===== src/rtl/iec_pkg.sv =====
// Shared IEC bus constants: line indices and open-collector level encoding.
package iec_pkg;
    localparam int IEC_ATN   = 0;
    localparam int IEC_CLK   = 1;
    localparam int IEC_DATA  = 2;
    localparam int IEC_LINES = 3;

    localparam logic IEC_REL  = 1'b1;
    localparam logic IEC_PULL = 1'b0;
endpackage


===== src/rtl/iec_line_filter.sv =====
// One IEC bus line: multi-flop synchroniser followed by a stable-count glitch filter.
module iec_line_filter
    import iec_pkg::*;
#(
    parameter int SYNC_STAGES = 3,
    parameter int FILT_LEN    = 4
) (
    input  logic clk32,
    input  logic reset_n,
    input  logic din,
    output logic dout
);
    localparam int CW = $clog2(FILT_LEN + 1);

    logic [SYNC_STAGES-1:0] sync_q;
    logic                   sync_out;
    logic [CW-1:0]          cnt;

    assign sync_out = sync_q[SYNC_STAGES-1];

    always_ff @(posedge clk32 or negedge reset_n) begin
        if (!reset_n) begin
            sync_q <= {SYNC_STAGES{IEC_REL}};
        end else begin
            sync_q <= {sync_q[SYNC_STAGES-2:0], din};
        end
    end

    // The level moves on the FILT_LEN-th consecutive cycle that disagrees with it.
    always_ff @(posedge clk32 or negedge reset_n) begin
        if (!reset_n) begin
            cnt  <= '0;
            dout <= IEC_REL;
        end else if (sync_out == dout) begin
            cnt <= '0;
        end else if (cnt == CW'(FILT_LEN - 1)) begin
            cnt  <= '0;
            dout <= sync_out;
        end else begin
            cnt <= cnt + CW'(1);
        end
    end
endmodule


===== src/rtl/iec_multi_drive_bus.sv =====
// IEC serial-bus junction: wired-AND resolution with ATN-acknowledge, filtered lines to
// the drives, shared phi2 enables and a per-drive bus-hold watchdog.
module iec_multi_drive_bus
    import iec_pkg::*;
#(
    parameter int NUM_DRV     = 4,
    parameter int SYNC_STAGES = 3,
    parameter int FILT_LEN    = 4,
    parameter int CLK_DIV     = 32,
    parameter int WDOG_W      = 20
) (
    input  logic               clk32,
    input  logic               reset_n,
    input  logic               host_atn,
    input  logic               host_clk,
    input  logic               host_data,
    input  logic [NUM_DRV-1:0] drv_en,
    input  logic [NUM_DRV-1:0] drv_clk_pull,
    input  logic [NUM_DRV-1:0] drv_data_pull,
    input  logic [NUM_DRV-1:0] drv_atna,
    input  logic               wdog_release,
    input  logic [NUM_DRV-1:0] stuck_clr,
    output logic               bus_clk_raw,
    output logic               bus_data_raw,
    output logic               bus_atn,
    output logic               bus_clk,
    output logic               bus_data,
    output logic               atn_fall,
    output logic               ph2_r,
    output logic               ph2_f,
    output logic [NUM_DRV-1:0] stuck
);
    localparam int PW = $clog2(CLK_DIV);

    logic [NUM_DRV-1:0]   act;
    logic [NUM_DRV-1:0]   ack;
    logic [IEC_LINES-1:0] line_raw;
    logic [IEC_LINES-1:0] line_filt;
    logic                 atn_q;
    logic [PW-1:0]        ph_cnt;

    // ACK pulls DATA whenever the drive's ATNA bit disagrees with the live ATN state.
    always_comb begin
        act = drv_en & ~({NUM_DRV{wdog_release}} & stuck);
        ack = act & (drv_atna ^ {NUM_DRV{~host_atn}});
    end

    assign bus_data_raw = host_data & ~|(act & (drv_data_pull | ack));
    assign bus_clk_raw  = host_clk & ~|(act & drv_clk_pull);

    always_comb begin
        line_raw           = '1;
        line_raw[IEC_ATN]  = host_atn;
        line_raw[IEC_CLK]  = bus_clk_raw;
        line_raw[IEC_DATA] = bus_data_raw;
    end

    for (genvar l = 0; l < IEC_LINES; l++) begin : g_line
        iec_line_filter #(
            .SYNC_STAGES(SYNC_STAGES),
            .FILT_LEN   (FILT_LEN)
        ) u_filt (
            .clk32  (clk32),
            .reset_n(reset_n),
            .din    (line_raw[l]),
            .dout   (line_filt[l])
        );
    end

    assign bus_atn  = line_filt[IEC_ATN];
    assign bus_clk  = line_filt[IEC_CLK];
    assign bus_data = line_filt[IEC_DATA];

    always_ff @(posedge clk32 or negedge reset_n) begin
        if (!reset_n) atn_q <= IEC_REL;
        else          atn_q <= bus_atn;
    end

    assign atn_fall = (atn_q == IEC_REL) && (bus_atn == IEC_PULL);

    // Starting at the top of the period makes ph2_r the first event after reset.
    always_ff @(posedge clk32 or negedge reset_n) begin
        if (!reset_n)                         ph_cnt <= PW'(CLK_DIV - 1);
        else if (ph_cnt == PW'(CLK_DIV - 1))  ph_cnt <= '0;
        else                                  ph_cnt <= ph_cnt + PW'(1);
    end

    assign ph2_r = (ph_cnt == '0);
    assign ph2_f = (ph_cnt == PW'(CLK_DIV / 2));

    for (genvar i = 0; i < NUM_DRV; i++) begin : g_wdog
        logic [WDOG_W-1:0] cnt;
        logic [WDOG_W-1:0] cnt_inc;
        logic [1:0]        pulls;
        logic [1:0]        prev;
        logic              stuck_q;

        assign pulls   = {drv_clk_pull[i], drv_data_pull[i]};
        assign cnt_inc = cnt + WDOG_W'(1);

        always_ff @(posedge clk32 or negedge reset_n) begin
            if (!reset_n) begin
                prev <= 2'b00;
            end else if (ph2_f) begin
                prev <= pulls;
            end
        end

        // Only an unchanging, non-idle pull pattern accumulates; clear beats a same-cycle set.
        always_ff @(posedge clk32 or negedge reset_n) begin
            if (!reset_n) begin
                cnt     <= '0;
                stuck_q <= 1'b0;
            end else if (stuck_clr[i]) begin
                cnt     <= '0;
                stuck_q <= 1'b0;
            end else if (ph2_f) begin
                if (!drv_en[i] || pulls == 2'b00 || pulls != prev) begin
                    cnt <= '0;
                end else if (cnt != '1) begin
                    cnt <= cnt_inc;
                    if (cnt_inc == '1) stuck_q <= 1'b1;
                end
            end
        end

        assign stuck[i] = stuck_q;
    end
endmodule

===== config.mk =====
export PLATFORM = sky130hd
export DESIGN_NAME = iec_multi_drive_bus
export DESIGN_NICKNAME = d
export VERILOG_FILES = /design/src/rtl/iec_pkg.sv /design/src/rtl/iec_line_filter.sv /design/src/rtl/iec_multi_drive_bus.sv
export SDC_FILE = /design/constraint.sdc
export NUM_CORES = 1
export LEC_CHECK = 0
export CAP_MARGIN = 10
export CORE_AREA = 2 2 164 86
export CTS_BUF_LIST = sky130_fd_sc_hd__clkbuf_8
export CTS_CLUSTER_DIAMETER = 100
export CTS_CLUSTER_SIZE = 8
export DETAILED_ROUTE_END_ITERATION = 16
export DIE_AREA = 0 0 166 88
export PLACE_DENSITY = 0.79
export SETUP_SLACK_MARGIN = 0.05
export SYNTH_ARGS = -nofsm -noshare
export SYNTH_HDL_FRONTEND = slang
export SYNTH_SLANG_ARGS = --single-unit

===== constraint.sdc =====
create_clock -name clk32 -period 6.06 [get_ports clk32]
set_input_delay 0.909 -clock clk32 [delete_from_list [all_inputs] [get_ports clk32]]
set_output_delay 0.909 -clock clk32 [all_outputs]
set_load 0.005 [all_outputs]

Word-level counts from Yosys, hierarchy flattened
Index checks and enable logic that the tools add are counted.
W data, S select, Z words.

storage, ports and cells
  input port bits = 26
  output and inout port bits = 12
  register bits after elaboration = 119

operators by class
  reductions and logical operators = 49
  add/subtract/negate cells = 8
  bitwise logic cells = 15
  mux-type cells = 43
  equality and inequality tests = 24

operators by type and width
  kind                     number
  $mux W20                 16
  $add A20 B1 Y20 const B  4
  $eq A20 B20 Y1 const B   4
  $ne A20 B20 Y1 const B   4
  $reduce_bool A2 Y1       12
  $and A4 B4 Y4            5
  $mux W1                  20
  $mux W3                  6
  $reduce_and A4 Y1        4
  $reduce_and A2 Y1        7
  $reduce_bool A3 Y1       4
  $eq A5 B5 Y1 const B     2
  $add A3 B1 Y3 const B    3
  $eq A3 B2 Y1 const B     3
  $logic_not A2 Y1         4
  $logic_or A1 B1 Y1       8
  $ne A2 B2 Y1             4
  $ne A2 B2 Y1 const B     4
  $reduce_or A4 Y1         2
  $logic_not A1 Y1         6
  $add A5 B1 Y5 const B    1
  $logic_not A5 Y1         1
  $mux W5                  1
  $not A1 Y1               5
  other kinds (6)          9

Longest topological paths before layout
  depth after elaboration = 9
  gate-level depth with buffers = 11
  gate-level depth less buffers = 10

By module
Synthesis repeated with hierarchy kept, for this count alone.

unflattened totals
  cell total of the unflattened synthesis = 835
  area, all modules = 7,267.0 um^2

modules (own cells, without submodules)
  module               cells each  sequential area each (um^2)  area an instance (um^2)  instances
  iec_multi_drive_bus  793         2,459.9                      6,527.5                  1
  iec_line_filter      14          180.2                        246.5                    3

Worst setup path before layout
Ideal clock, no wire load.

  kind = input to output
  start point = input host_atn
  end point = output bus_data_raw
  path slack = 3.579 ns
  stages on the path = 5
  required time = 5.151 ns
  arrival = 1.572 ns
  cells stage by stage = clkbuf_1 > xnor2_1 > o21ai_0 > nand3_1 > nor2_1

on the way
  word-level cells in the longest chain between the ends = 8

ends and longest elaborated chain
  item              RTL line                   RTL
  start, declared   iec_multi_drive_bus.sv:14  input logic host_atn,
  $not A1 Y1        iec_multi_drive_bus.sv:45  ack = act & (drv_atna ^ {NUM_DRV{~host_atn}});
  $xor A4 B4 Y4     iec_multi_drive_bus.sv:45
  $and A4 B4 Y4     iec_multi_drive_bus.sv:45
  $or A4 B4 Y4      iec_multi_drive_bus.sv:48  assign bus_data_raw = host_data & ~|(act & (drv_data_pull | ack));
  $and A4 B4 Y4     iec_multi_drive_bus.sv:48
  $reduce_or A4 Y1  iec_multi_drive_bus.sv:48
  $logic_not A1 Y1  iec_multi_drive_bus.sv:48
  $and A1 B1 Y1     iec_multi_drive_bus.sv:48
  end, declared     iec_multi_drive_bus.sv:24  output logic bus_data_raw,

No other way between the ends.

Worst setup path in the final report
Ends and elaborated chain as after synthesis.

==> flow_metrics.env <==
export IMPL_status="finished, final reports clean"
export IMPL_finalClockSkew_ps=18.9
export IMPL_start_kind="input port"
export IMPL_crit_path_start="host_atn"
export IMPL_drtAntennaViolNets=0
export IMPL_cts_sinks=119
export IMPL_period_share=0.600
export IMPL_io_buffers=37
export IMPL_finalSetupViolations=0
export IMPL_switchingPower_w=0.000408
export IMPL_insertedDiodeCount=0
export IMPL_rr_endpoint="g_wdog[2].cnt[6]"
export IMPL_ys_warnings_count=0
export IMPL_cap_violations=0
export IMPL_regArea_sq_mm=0.00300
export IMPL_layout_cells_non_filler=1022
export IMPL_cts_tree="built"
export IMPL_ir_drop_mv=0.179
export IMPL_powerDensity_mw_per_mm2=208
export IMPL_max_freq_ghz=0.275
export IMPL_endpoint_kind="output port"
export IMPL_grt_pass1_wl_um=28800
export IMPL_syn_cell_area_sq_mm=0.00711
export IMPL_drt_iter0_markers=675
export IMPL_fin_setup_tns_ps=0
export IMPL_clk_pin_slew_ps=70
export IMPL_worstRegToRegCells=7
export IMPL_ys_seq_area_frac=0.422
export IMPL_hold_path_class="reg2reg"
export IMPL_async_flop_share=1.00
export IMPL_synth_nets=849
export IMPL_critPathMaxStageDelay_ps=590
export IMPL_fin_nets=873
export IMPL_worstMarginPinSlew_ps=1020
export IMPL_fillerInstances=1140
export IMPL_dpl_hpwl_um=12000
export IMPL_worst_ep_arrival_time_ps=2720
export IMPL_r2r_slack_ps=2910
export IMPL_cts_setup_buffers=0
export IMPL_synthTopCellsByArea="dfrtp_1 (36%), dfstp_2 (6.7%), nand2_1 (5.3%), o21ai_0 (5.3%), a21oi_1 (3.5%)"
export IMPL_path_buf_inv=2
export IMPL_final_core_util=0.601
export IMPL_ys_flop_type="dfrtp_1"
export IMPL_path_delay_family="buffers and inverters"
export IMPL_clockPowerShare=0.420
export IMPL_syn2layout_area_growth_pct=11.4
export IMPL_dr_max_layer_used="met4"
export IMPL_crit_path_end="bus_data_raw"
export IMPL_grt_pass1_vias=5525
export IMPL_grt_usage=0.248
export IMPL_synth_top_area_share=0.356
export IMPL_r2r_start="g_wdog[2].cnt[0]"
export IMPL_rsz0062_at_grt="false"
export IMPL_drt_drc_violations_left=0
export IMPL_synth_top_area_cell="dfrtp_1"
export IMPL_synth_most_common_cell="dfrtp_1"
export IMPL_period_minus_slack_ps=3630
export IMPL_layout_drive_gt1_share=0.0981
export IMPL_vias_per_cell=6.10
export IMPL_clock_path_buffers=2
export IMPL_critical_path_slowest_cell="clkdlybuf4s50_1"
export IMPL_relSlewSlack=0.319
export IMPL_worstSetupPathType="in2out"
export IMPL_path_common_cell="clkdlybuf4s50_1"
export IMPL_synth_cell_type_count=66
export IMPL_antenna_found_initial=0
export IMPL_worstPathMaxFanout=5
export IMPL_path_cells="clkdlybuf4s50_1, xnor2_1, o21ai_0, nand3_1, nor2_1, clkdlybuf4s50_1"
export IMPL_rows=30
export IMPL_cts_resized=0
export IMPL_final_hold_violation_count=0
export IMPL_synth_edf_count=0
export IMPL_synthCells=809
export IMPL_detail_route_first_pass_iterations=6
export IMPL_finalPower_w=0.00165
export IMPL_synth_commonest_cells="dfrtp_1 (101), nand2_1 (100), o21ai_0 (75)"
export IMPL_ys_ff_latch=119
export IMPL_cts_buffers=17
export IMPL_worstPathRequired_ps=5150
export IMPL_io_pins=38
export IMPL_comb_power_share=0.070
export IMPL_cp_depth=6
export IMPL_met1_length_um=8780
export IMPL_fp_dieW_um=166
export IMPL_initial_core_util=0.539
export IMPL_postRouteWirelength_um=17200
export IMPL_switching_share=0.248
export IMPL_gp_congestion=0.909
export IMPL_power_frac_seq=0.510
export IMPL_cts_root_buf="clkbuf_8"
export IMPL_cellInternalPower_w=0.00124
export IMPL_num_vias=6238
export IMPL_place_inst=988
export IMPL_grt_max_degree=64
export IMPL_die_area_sq_mm=0.0146
export IMPL_wl_met2_um=7040
export IMPL_die_h_um=88
export IMPL_coreArea_sq_mm=0.0132
export IMPL_wl_per_cell_um=16.9
export IMPL_h_tree_depth=4
export IMPL_multi_input_area_sq_mm=0.00381
export IMPL_wl_met3_um=1230
export IMPL_grt_ovfl_total=0
export IMPL_syn_avg_cell_area_sq_um=8.78
export IMPL_clk_latency_ps=430
export IMPL_holdWs_ps=357
export IMPL_slew_viol_final=0
export IMPL_p_leak_nw=3.16
export IMPL_cts_hold_buf=0
## stage by stage
| stage | worst slack, ps | area [sq um] |
|---|---|---|
| detailed placement | 2450 | 7520 |
| CTS | 2450 | 7900 |
| global route | 2320 | 7920 |
| finish | 2430 | 7920 |
| global placement | 2460 | 7520 |
| floorplan | 3580 | 7110 |
## kinds of logic (layout without fill, tap and decap cells)
kind of cell,Yosys count,after routing,synth area share
flops,119,119,0.422
mux,9,9,0.0132
simple gates,358,358,0.273
buf+inv,61,98,0.0409
compound gates,217,217,0.188
fa+ha+maj,14,14,0.0247
xor+xnor,31,31,0.0382
## sequential cells by signal, summed over array words and instances (netlist names)
signal / flops
g_line.u_filt.cnt: 9
g_wdog.cnt: 80
g_line.u_filt.dout: 3
g_line.u_filt.sync_q: 9
g_wdog.stuck_q: 4
atn_q: 1
g_wdog.prev: 8
ph_cnt: 5
## routing by layer
metal	vias to the layer above	track usage
met5	-	0
met3	17	0.0578
li1	3017	-
met1	2982	0.384
met4	0	0.0640
met2	222	0.345
## placed cells by master (no fill, tap or decap), drive strengths merged, types with 18 or more instances in the layout
master	instances
o31ai	21
a21oi	51
dfstp	18
clkdlybuf4s50	36
inv	25
and3	20
nor2	49
nor3	23
nand3	46
o21ai	80
nand4	21
nand2	104
dfrtp	101
## how the worst min path moves through the flow
stage                               start                          to  depth (start not counted)
6_report       g_line[2].u_filt.sync_q[1]  g_line[2].u_filt.sync_q[2]                          0
5_1_grt        g_line[0].u_filt.sync_q[1]  g_line[0].u_filt.sync_q[2]                          0
4_1_cts        g_line[1].u_filt.sync_q[1]  g_line[1].u_filt.sync_q[2]                          0
3_5_place_dp   g_line[2].u_filt.sync_q[1]  g_line[2].u_filt.sync_q[2]                          0
3_3_place_gp   g_line[0].u_filt.sync_q[0]  g_line[0].u_filt.sync_q[1]                          0
2_1_floorplan  g_line[0].u_filt.sync_q[0]  g_line[0].u_filt.sync_q[1]                          0
## power by group through the flow
stage | Sequential (W) | Clock, W | Combinational (W)
final | 0.000840 | 0.000691 | 0.000115
after global routing | 0.000842 | 0.000750 | 0.000127
after CTS | 0.000840 | 0.000709 | 0.000116
after detailed placement | 0.000854 | 0 | 0.000116
after global placement | 0.000853 | 0 | 0.000114
after floorplan | 0.000850 | 0 | 0.0000514
## final cells by class
type / instances / share of cell area
inverters: 22 / 0.0104
clock inverters: 15 / 0.0175
clock buffers: 17 / 0.0296
repair buffers: 44 / 0.0536
well taps: 176 / 0.0278
multi-input cells: 629 / 0.482
flip-flops and latches: 119 / 0.379
No activity file was read; power rests on OpenSTA's default activity.
